**src/rtl/led_countdown_pkg.sv**
```systemverilog
// Shared types and helpers for the LED-bar countdown timer.
// Optional feature macro used by the top: LED_COUNTDOWN_BLINK_EN.
package led_countdown_pkg;

    typedef enum logic [1:0] {
        IDLE = 2'd0,
        RUN  = 2'd1,
        DONE = 2'd2
    } cd_state_t;

    // Bits needed to hold any value 0..n inclusive.
    function automatic int cnt_w(input int n);
        return $clog2(n + 1);
    endfunction

endpackage

```
**src/rtl/tick_prescaler.sv**
```systemverilog
// Free-running prescaler: emits a one-cycle tick every TICK_CYCLES enabled
// cycles. clr forces the count back to 0 and takes priority over en.
// Reusable by any block that needs a slow timebase.
module tick_prescaler #(
    parameter int TICK_CYCLES = 50_000_000
) (
    input  logic CLOCK,
    input  logic RESETN,
    input  logic en,
    input  logic clr,
    output logic tick
);

    localparam int             CW   = (TICK_CYCLES > 1) ? $clog2(TICK_CYCLES) : 1;
    localparam logic [CW-1:0]  LAST = CW'(TICK_CYCLES - 1);

    logic [CW-1:0] r_count;

    // tick is combinational so the consumer can act on the same edge the count wraps
    assign tick = en && (r_count == LAST);

    // Count 0..TICK_CYCLES-1 while enabled, hold while disabled, wrap after the last value
    always_ff @(posedge CLOCK or negedge RESETN) begin
        if (!RESETN) begin
            r_count <= '0;
        end else if (clr) begin
            r_count <= '0;
        end else if (en) begin
            // NOTE: state registers use non-blocking assignment so every flop samples pre-edge values.
            r_count <= (r_count == LAST) ? '0 : r_count + CW'(1);
        end
    end

endmodule

```
**src/rtl/led_countdown_bar.sv**
```systemverilog
// LED-bar countdown timer: lights all N_LEDS on start, then turns one off per
// prescaler tick from the MSB down, raising loa and a done pulse when empty.
// Optional feature macro: LED_COUNTDOWN_BLINK_EN (blink the bar while in DONE).
module led_countdown_bar
    import led_countdown_pkg::*;
#(
    parameter int N_LEDS      = 11,
    parameter int TICK_CYCLES = 50_000_000
) (
    input  logic                            CLOCK,
    input  logic                            RESETN,
    input  logic                            start,
    input  logic                            pause,
    input  logic                            abort,
    output logic [N_LEDS-1:0]               led,
    output logic [cnt_w(N_LEDS)-1:0]        remaining,
    output logic                            loa,
    output logic                            done
);

    localparam int                RW      = cnt_w(N_LEDS);
    localparam logic [N_LEDS-1:0] LED_ALL = '1;

    cd_state_t           r_state;
    logic [N_LEDS-1:0]   r_led;
    logic [RW-1:0]       r_remaining;
    logic                r_loa;
    logic                r_done;

    logic                w_accept;
    logic                w_pres_en;
    logic                w_pres_clr;
    logic                w_tick;

    // start is honoured only outside RUN and is dropped when abort is present
    assign w_accept   = start && !abort && (r_state != RUN);
    assign w_pres_clr = abort || w_accept;

`ifdef LED_COUNTDOWN_BLINK_EN
    // Prescaler keeps running in DONE to pace the blink
    assign w_pres_en  = ((r_state == RUN) || (r_state == DONE)) && !pause;
`else
    // Prescaler only runs while counting down; in DONE it idles at 0
    assign w_pres_en  = (r_state == RUN) && !pause;
`endif

    tick_prescaler #(
        .TICK_CYCLES (TICK_CYCLES)
    ) u_prescaler (
        .CLOCK  (CLOCK),
        .RESETN (RESETN),
        .en     (w_pres_en),
        .clr    (w_pres_clr),
        .tick   (w_tick)
    );

    // FSM with registered outputs; priority is abort > start > tick
    always_ff @(posedge CLOCK or negedge RESETN) begin
        if (!RESETN) begin
            // NOTE: every flop here is reset asynchronously; the bar must go dark the moment RESETN drops.
            r_state     <= IDLE;
            r_led       <= '0;
            r_remaining <= '0;
            r_loa       <= 1'b0;
            r_done      <= 1'b0;
        end else begin
            // NOTE: default-low here and set below makes done a single-cycle pulse.
            r_done <= 1'b0;
            if (abort) begin
                r_state     <= IDLE;
                r_led       <= '0;
                r_remaining <= '0;
                r_loa       <= 1'b0;
            end else if (w_accept) begin
                r_state     <= RUN;
                r_led       <= LED_ALL;
                r_remaining <= RW'(N_LEDS);
                r_loa       <= 1'b0;
            end else if (w_tick) begin
                if (r_state == RUN) begin
                    // Shifting right clears led[remaining-1] and keeps led == (1<<remaining)-1
                    r_led       <= r_led >> 1;
                    r_remaining <= r_remaining - RW'(1);
                    if (r_remaining == RW'(1)) begin
                        r_state <= DONE;
                        r_loa   <= 1'b1;
                        r_done  <= 1'b1;
                    end
                end
`ifdef LED_COUNTDOWN_BLINK_EN
                else if (r_state == DONE) begin
                    r_led <= ~r_led;
                end
`endif
            end
        end
    end

    assign led       = r_led;
    assign remaining = r_remaining;
    assign loa       = r_loa;
    assign done      = r_done;

endmodule

```
**config.mk**
```make
export PLATFORM = sky130hd
export DESIGN_NAME = led_countdown_bar
export DESIGN_NICKNAME = d
export VERILOG_FILES = /design/src/rtl/led_countdown_pkg.sv /design/src/rtl/tick_prescaler.sv /design/src/rtl/led_countdown_bar.sv
export SDC_FILE = /design/constraint.sdc
export NUM_CORES = 1
export LEC_CHECK = 0
export CAP_MARGIN = 40
export CORE_MARGIN = 3
export CORE_UTILIZATION = 24
export CTS_CLUSTER_SIZE = 28
export DETAILED_ROUTE_END_ITERATION = 10
export MAX_ROUTING_LAYER = met4
export PLACE_DENSITY = 0.5
export SLEW_MARGIN = 20
export SYNTH_ARGS = -nofsm -noshare
export SYNTH_HDL_FRONTEND = slang
export SYNTH_SLANG_ARGS = --single-unit
```
**constraint.sdc**
```tcl
create_clock -name CLOCK -period 2.8 [get_ports CLOCK]
set_input_delay 0.7 -clock CLOCK [delete_from_list [all_inputs] [get_ports CLOCK]]
set_output_delay 0.7 -clock CLOCK [all_outputs]
set_load 0.02 [all_outputs]
```
==> flow_summary.json, run 1 <==
{
  "status": "finished clean",
  "synth_edf_count": 0,
  "rows": 35,
  "crit_path_start_kind": "primary input",
  "drc": 0,
  "synth_common_cells": "44 x dfrtp_1, 29 x nand2_1, 24 x nor2_1",
  "tns_ps": 0,
  "fin_skew_ps": 13.1,
  "coreArea_mm2": 0.00937,
  "maxUsedRoutingLayer": "met3",
  "routabilityCongestion": 0.760,
  "ys_seq_elements": 44,
  "synth_top_cell_area_share": 0.469,
  "vias": 1948,
  "post-route-period-util": 0.850,
  "grt_pass1_wl_um": 9500,
  "ir_worst_vdd_uv": 196,
  "cts_buffer_depth": 2,
  "pin_count": 22,
  "rsz0062_at_grt": "no",
  "die_w_um": 105,
  "cts_root_buffer": "clkbuf_8",
  "finalPower_uw": 1310,
  "fin_hold_ws_ps": 360,
  "max_cap_violations": 0,
  "p_per_area_mw_per_mm2": 454,
  "path_buf_inv": 1,
  "drt_pass1_iterations": 5,
  "worstSetupPathType": "in2reg",
  "grt_overflow_total": 0,
  "cp.arrival_ps": 2580,
  "antenna_found_initial": 0,
  "antenna_cells": 0,
  "critPathTopFamily": "simple AND/OR/NAND/NOR gates",
  "drtAntennaViolNets": 0,
  "first_global_vias": 1915,
  "yosysWarnings": 0,
  "path_cells": "clkdlybuf4s50_1, or3b_2, nor3_2, nand3_2, o41a_1, a211oi_1",
  "fmaxAchievable_mhz": 420,
  "finalHoldViolCount": 0,
  "synth_nets": 259,
  "hold_class": "in2async",
  "slew_headroom": 0.451,
  "yosysTopAreaCell": "dfrtp_1",
  "wl_per_cell_um": 13.3,
  "path_clk_slew_ps": 100,
  "netlist_area_mm2": 0.00235,
  "grt_usage": 0.106,
  "cts_buffers": 5,
  "wl_met3_um": 121,
  "max_stage_delay_ps": 480,
  "synthMostInstantiatedCell": "dfrtp_1",
  "synth_ff_type": "dfrtp_1",
  "wirelength_met1_um": 2660,
  "cts_tree": "yes",
  "fillerInstances": 1021,
  "synth_cells": 251,
  "port-buffer-count": 21,
  "cts_setup_buffers": 0,
  "synth_area_leaders": "dfrtp_1 47%, nand2_1 4.6%, a21oi_1 4.5%",
  "clock_latency_ps": 300,
  "start_util": 0.250,
  "cp-end-kind": "register",
  "htree_levels": 2,
  "async_flop_share": 1.00,
  "cts_hold_buf": 0,
  "yosysUniqueCellTypes": 45,
  "viasPerCell": 4.75,
  "setup_ws_ps": 421,
  "wl_met2_um": 2680,
  "finalMaxSlewViolations": 0,
  "tightest_slew_ps": 816,
  "syn_avg_cell_area_um2": 9.35,
  "drive_above_1_share": 0.121,
  "crit_path_max_fanout": 5,
  "setup_violations": 0,
  "dieHeight_um": 105,
  "cts_resized": 0,
  "worstPathRequired_ps": 3010,
  "p_leak_uw": 0.00117,
  "hpwl_um": 3920,
  "post-place-ws_ps": 124,
  "cts.sinks": 44,
  "area_growth_pct": 22.9,
  "dieArea_mm2": 0.0110,
  "routed_wl_um": 5460,
  "seq_area_frac_synth": 0.469,
  "fin_nets": 288,
  "grt_max_degree": 45,
  "critPathSlowestCell": "or3b_2",
  "drt_iter0_drc": 70,
  "final_util": 0.308,
  "finalCriticalPeriod_ps": 2380
}
## sequential cells by signal, summed over array words and instances, names as in the netlist
name / cells
loa: 1
done: 1
r_state: 1
remaining: 4
led: 11
u_prescaler.r_count: 26
## path summary, 6_finish.rpt
| check | start | to | slack (ps) | cells after the start |
|---|---|---|---|---|
| worst max-delay path | pause | remaining[3] | 420 | 6 |
| worst min-delay path | RESETN | u_prescaler.r_count[22] | 360 | 2 |
| worst max register to register | u_prescaler.r_count[7] | u_prescaler.r_count[25] | 560 | 5 |
| worst min register to register | u_prescaler.r_count[5] | u_prescaler.r_count[5] | 520 | 1 |
| max in group asynchronous | RESETN | u_prescaler.r_count[15] | 2220 | 2 |
| min in group CLOCK | u_prescaler.r_count[5] | u_prescaler.r_count[5] | 520 | 1 |
## power by group
group,internal [uW],total [uW],switching [uW]
sequential,652,667,15.3
combinational,58.1,140,82.0
clock,269,503,234
total,979,1310,331
## placed cells by master, fill, tap and decap left out, types with 3 or more instances in the layout
cell             Yosys  layout
nor3_1              10      10
and3_1               3       3
nor2_1              24      24
clkdlybuf4s50_1      0      20
a211oi_1             3       3
xnor2_1             12      12
nor4_1               7       7
dfrtp_1             44      44
o21ai_0              7       7
inv_1                4       4
nand2_1             29      29
ha_1                 3       3
buf_4                0      12
a21oi_1             21      21
mux2i_1             10      10
xor2_1               4       4
clkbuf_8             0       5
a31oi_1              4       4
nand3_1             11      11
nand4_1             10      10
and4_1               4       4
## worst register-to-register path: cells and delay by family, from the launching register on
| kind | cells | cell delay, ps |
|---|---|---|
| flops | 1 | 450 |
| compound gates | 1 | 130 |
| simple gates | 4 | 1580 |
## metrics by stage
stage / instance area, um2 / instances
after floorplan: 2350 / 251
after global placement: 2770 / 402
after detailed placement: 2770 / 402
after CTS: 2890 / 410
after global routing: 2890 / 410
final: 2890 / 410
## layout make-up
class | count | area (um2) | area share
Sequential cell | 44 | 1100 | 0.382
Inverter | 4 | 15.0 | 0.00520
Clock inverter | 3 | 46.3 | 0.0160
Timing Repair Buffer | 34 | 315 | 0.109
Clock buffer | 5 | 68.8 | 0.0239
Multi-Input combinational cell | 191 | 1180 | 0.408
Tap cell | 129 | 161 | 0.0559
## routing by layer
layer	global-route usage	vias up
met1	0.145	957
met2	0.166	23
met4	0.0197	0
met3	0.0167	0
li1	-	968
met5	-	-
## kinds of logic after synthesis
logic type / Yosys count / share of synthesized area
and+or+nand+nor: 117 / 0.264
AOI/OAI and AO/OA: 44 / 0.114
DFF: 44 / 0.469
xor gates and xnor gates: 16 / 0.0597
buffers and inverters: 16 / 0.0293
muxes: 11 / 0.0474
adders and majority gates: 3 / 0.0160
Note: power is estimated with default switching activity, not from simulation.
==> run 2, diff against run 1 <==
--- a/config.mk
+++ b/config.mk
@@ -11,7 +11,7 @@
 export CTS_CLUSTER_SIZE = 28
 export DETAILED_ROUTE_END_ITERATION = 10
 export MAX_ROUTING_LAYER = met4
-export PLACE_DENSITY = 0.5
+export PLACE_DENSITY = 0.51
 export SLEW_MARGIN = 20
 export SYNTH_ARGS = -nofsm -noshare
 export SYNTH_HDL_FRONTEND = slang
==> constraint.sdc (replaced) <==
create_clock -name CLOCK -period 2.13 [get_ports CLOCK]
set_input_delay 0.5325 -clock CLOCK [delete_from_list [all_inputs] [get_ports CLOCK]]
set_output_delay 0.5325 -clock CLOCK [all_outputs]
set_load 0.02 [all_outputs]
==> run 2 against run 1 <==
  * Clock power increased by 33%
  * Design area is 6.5% higher
  * First-iteration DRC count rose by 39%
  * Register-to-register slack worse by 430 ps
  * Critical path type is now reg2reg
  * Critical endpoint is now u_prescaler.r_count[25]
==> flow_summary.json, run 2 (synthesis results as in run 1) <==
{
  "status": "finished clean",
  "grt_overflow_total": 0,
  "port-buffer-count": 21,
  "slew_headroom": 0.617,
  "rsz0062_at_grt": "no",
  "pin_count": 22,
  "cp-end-kind": "register",
  "dieArea_mm2": 0.0110,
  "cts_hold_buf": 0,
  "layout.cells.non_filler": 433,
  "htree_levels": 2,
  "viasPerCell": 4.65,
  "grt_max_degree": 45,
  "hpwl_um": 4100,
  "worstSetupPathType": "reg2reg",
  "coreArea_mm2": 0.00937,
  "wl_per_cell_um": 12.9,
  "hold_class": "in2async",
  "p_leak_uw": 0.00131,
  "cp.arrival_ps": 2230,
  "p_per_area_mw_per_mm2": 565,
  "setup_violations": 0,
  "multi_input_comb_area_mm2": 0.00121,
  "switching_share": 0.256,
  "routed_wl_um": 5600,
  "ir_worst_vdd_uv": 252,
  "p_sw_uw": 445,
  "antenna_found_initial": 0,
  "r2r_cells": 5,
  "fillerInstances": 999,
  "fmaxAchievable_mhz": 500,
  "largest_reg_flops": 26,
  "drtAntennaViolNets": 0,
  "finalMaxSlewViolations": 0,
  "finalHoldViolCount": 0,
  "crit_path_max_fanout": 4,
  "drive_above_1_share": 0.197,
  "cts_root_buffer": "clkbuf_8",
  "r2r_slack_ps": 130,
  "post-place-ws_ps": -347,
  "p_int_uw": 1290,
  "clock_latency_ps": 300,
  "crit_path_start_kind": "register",
  "final_common_cell": "dfrtp_1",
  "cts_tree": "yes",
  "area_growth_pct": 31.0,
  "vias": 2012,
  "worstPathRequired_ps": 2360,
  "antenna_cells": 0,
  "fin_skew_ps": 9.05,
  "clkPwrFrac": 0.385,
  "drc": 0,
  "setup_ws_ps": 129,
  "combPwrFrac": 0.111,
  "fin_hold_ws_ps": 293,
  "drt_pass1_iterations": 4,
  "post-route-period-util": 0.939,
  "finalPower_uw": 1740,
  "first_global_vias": 1973,
  "start_util": 0.250,
  "top_register": "u_prescaler.r_count",
  "r2r_start": "u_prescaler.r_count[14]",
  "rr_endpoint": "u_prescaler.r_count[25]",
  "die_w_um": 105,
  "grt_usage": 0.108,
  "routabilityCongestion": 0.829,
  "pwr-share-seq": 0.504,
  "most-common-layout-cells": "44 x dfrtp_1, 36 x buf_4, 29 x nand2_1, 24 x nor2_1, 21 x a21oi_1",
  "cts.sinks": 44,
  "finalCriticalPeriod_ps": 2000,
  "drt_iter0_drc": 97,
  "fin_nets": 311,
  "grt_pass1_wl_um": 9670,
  "cts_buffer_depth": 2,
  "dieHeight_um": 105,
  "cts_buffers": 5,
  "rows": 35,
  "path_clk_slew_ps": 90,
  "dpl.cell_count": 424,
  "area.sequential_mm2": 0.00110,
  "tightest_slew_ps": 575,
  "max_cap_violations": 0
}
-- run 2: how the worst max path moves through the flow --
stage                             from                       to  slack [ps]  cells past startpoint
4_1_cts                          pause  u_prescaler.r_count[18]          10                      7
2_1_floorplan   u_prescaler.r_count[7]  u_prescaler.r_count[25]          10                      6
3_5_place_dp                     pause             remaining[3]        -350                      6
3_3_place_gp                     pause  u_prescaler.r_count[18]        -260                      7
6_report       u_prescaler.r_count[14]  u_prescaler.r_count[25]         130                      5
5_1_grt        u_prescaler.r_count[14]  u_prescaler.r_count[25]          20                      5
-- run 2: per-stage QoR --
step	utilization	TNS [ps]	cell area [um2]
after floorplan	-	0	2350
after global placement	0.312	-6320	2920
after detailed placement	0.312	-7180	2920
after CTS	0.325	0	3050
after global routing	0.328	0	3070
final	0.328	0	3070
-- run 2: worst max-delay path: stages, from the launching register on --
cell	delay, ps
dfrtp_1	390
nand3_1	100
or4_4	550
or4_4	540
or2_0	220
o211ai_2	130
-- run 2: layout make-up --
cell class              count  share of cell area
multi-input cells         191               0.392
flip-flops and latches     44               0.358
repair buffers             57               0.155
clock inverters             3              0.0151
well taps                 129              0.0525
clock buffers               5              0.0224
inverters                   4             0.00488
-- run 2: repair_timing --
| action | CTS | global route |
|---|---|---|
| setup endpoints to repair | 1 | 3 |
| resized for setup | 3 | 4 |
| pin swaps | 0 | 1 |
| buffers inserted | 0 | 1 |
-- run 2: power groups by stage --
| stage | combinational [uW] | sequential, uW | clock, uW |
|---|---|---|---|
| after floorplan | 64.0 | 915 | 0 |
| after global placement | 192 | 893 | 0 |
| after detailed placement | 193 | 894 | 0 |
| after CTS | 195 | 877 | 681 |
| after global routing | 210 | 881 | 710 |
| final | 193 | 876 | 669 |
-- run 2: routing by layer --
metal	routed length, um	global-route usage	vias to the layer above
li1	-	-	1015
met1	2820	0.145	971
met2	2600	0.172	21
met3	111	0.0154	5
met4	69	0.0281	0
met5	0	-	-
==> RTL edit (config.mk and constraints of run 1) <==
Add a define of `LED_COUNTDOWN_BLINK_EN`.
--- a/src/rtl/led_countdown_bar.sv
+++ b/src/rtl/led_countdown_bar.sv
@@ -2,4 +2,6 @@
 // prescaler tick from the MSB down, raising loa and a done pulse when empty.
 // Optional feature macro: LED_COUNTDOWN_BLINK_EN (blink the bar while in DONE).
+`define LED_COUNTDOWN_BLINK_EN
+
 module led_countdown_bar
     import led_countdown_pkg::*;
Check against the original RTL: no difference found for any inputs over 10 cycles, from zero or initial values and one cycle with RESETN low; that may be too few to reach the edited logic, so the function may still have changed.
==> RTL edit against run 1 <==
Register-to-register slack gained 0.09 ns. Wire length rose by 20%. Worst setup slack improved by 0.12 ns. Non-clock buffer count grew 4. Design area is 7.0% higher. Sequential cell count is the same. Power rose by 6.2%. Count of clock-buffer cells in the layout rose by 1. Area after synthesis is 8.0% higher. Cell count is 9.0% higher. Largest cell class unchanged. Largest power group unchanged.
==> RTL edit: results (changes against run 1) <==
stage;metric;value;unit;change
run_status;status;finished clean;;
synth;YS warnings;0;;unchanged
power;Lkg Pwr;1.19;nW;+1.3%
cells_and_area;fin nets;322;;+12%
synth;sequential share of the synthesized area;43.4;%;-3.5 points
drt;Starting DRT DRC Count;121;;+73%
synth;Synth Flop Type;dfrtp_1;;
cts;Post-CTS Setup Bufs;0;;unchanged
cts;PostCTS Resize Cnt;0;;unchanged
global_routing;antenna violations before repair;0;;unchanged
cells_and_area;diode count;0;;unchanged
cts;Post-CTS Hold Buffers;0;;unchanged
drt;Total Wirelength;6560;um;+20%
cts;TritonCTS buffer count;5;;unchanged
cells_and_area;layout cells sized above 1;12.7;%;+0.64 points
cells_and_area;Largest register FFs;26;;unchanged
global_routing;largest net degree at the start of global routing;22;;-51%
hold_path;Hold WC Path Type;in -> async;;
synth;Compound-Gate Fraction of Synth Area;15.7;%;+4.3 points
power;maximum vdd drop;0.174;mV;-11%
synth;Synth Area in XOR/XNOR;5.53;%;-0.44 points
cts;clock-pin slew on the worst setup and hold paths;0.09;ns;
setup_path;end point of the critical path;u_prescaler.r_count[13]$_DFFE_PN0P_;;
synth;Post-Synth Adder-Cell Area;1.97;%;+0.37 points
global_routing;GRT Util Overall;12.1;%;+1.5 points
drt;routed vias;2186;;+12%
timing;final setup skew;0.0121;ns;-0.000983 ns
synth;dominant cells by area after synthesis;dfrtp_1 (43%), a21oi_1 (5.1%), nor2_1 (4.0%);;
synth;syn_nets;289;;+12%
placed_design;detailed-placement wirelength estimate;4750;um;+21%
timing;Worst Tran Pin Value;0.515;ns;-0.301 ns
cts;H-tree depth;2;;unchanged
setup_path;family with the most delay on the worst path;simple AND/OR/NAND/NOR gates;;
setup_path;Slowest-stage cell, CP;clkdlybuf4s50_1;;
setup_path;Worst EP arrival;2.49;ns;-0.09 ns
setup_path;Critical path origin;pause;;
setup_path;FF-to-FF setup slack;0.65;ns;+0.09 ns
global_routing;global-route wire length before repair;11100;um;+16%
synth;mux cell area share after synthesis;1.97;%;-2.8 points
synth;synth unique cells;53;;+18%
cts;CTS max path bufs;2;;unchanged
cts;clock root cell;clkbuf_8;;
global_routing;vias in the first global route;2123;;+11%
drt;DRT Pass-1 Iters;4;;-1
placed_design;# port buffers;21;;unchanged
setup_path;Worst R2R Start;r_state[1]$_DFFE_PN0P_;;
setup_path;Worst Reg2Reg Path Length in Cells;7;;+2
setup_path;critical-path maximum fanout;3;;-2
cells_and_area;Reg with most FFs;u_prescaler.r_count;;
setup_path;CP peak stage delay;0.48;ns;about the same
cts;Clk Latency, worst-skew pair;0.31;ns;
die;# rows;36;;+2.9%
synth;async set-reset flop share out of synthesis;100;%;unchanged
placed_design;Routability Congestion;0.828;;+8.9%
synth;Post-synth top cells;dfrtp_1 (44), nor2_1 (27), a21oi_1 (26);;
==> RTL edit: cell families after synthesis <==
family                     Yosys count
AOI/OAI and AO/OA                   62
buffers and inverters               25
adders and majority gates            4
DFF                                 44
xor gates and xnor gates            16
muxes                                5
and+or+nand+nor                    124
==> RTL edit: worst min-delay path by stage <==
stage | endpoint | slack (ns)
6_report | led[5]$_DFFE_PN0P_ | 0.25
3_5_place_dp | u_prescaler.r_count[25]$_DFFE_PN0P_ | 0.48
3_3_place_gp | u_prescaler.r_count[23]$_DFFE_PN0P_ | 0.48
2_1_floorplan | done$_DFF_PN0_ | 0.40
5_1_grt | led[5]$_DFFE_PN0P_ | 0.25
4_1_cts | led[5]$_DFFE_PN0P_ | 0.24
==> RTL edit: power breakdown <==
part | internal, mW | total, mW | switching, mW
Clock | 0.265 | 0.498 | 0.232
Sequential | 0.655 | 0.677 | 0.0222
Combinational | 0.0903 | 0.216 | 0.125
==> RTL edit: per-stage QoR <==
step / hold slack, ns / cell area (sq um) / worst slack [ns] / cells
CTS: 0.243 / 3090 / 0.555 / 447
global route: 0.249 / 3090 / 0.474 / 447
floorplan: 0.404 / 2540 / 0.521 / 280
finish: 0.245 / 3090 / 0.545 / 447
global placement: 0.477 / 2980 / 0.243 / 439
detailed placement: 0.478 / 2980 / 0.233 / 439
==> RTL edit: metal layers <==
metal,GRT usage [%],up-vias,share of wire (%)
li1,-,1085,-
met1,17.5,1053,51
met2,17.8,42,45
met3,1.84,6,3.2
met4,2.52,0,0.81
met5,-,-,0
==> RTL edit: final cells by class <==
type | instances | area (sq um)
clock inverters | 2 | 35.0
clock buffers | 6 | 72.6
fillers | 1081 | 6910
flip-flops and latches | 44 | 1100
repair buffers | 38 | 333
inverters | 13 | 48.8
multi-input cells | 211 | 1330
well taps | 133 | 166
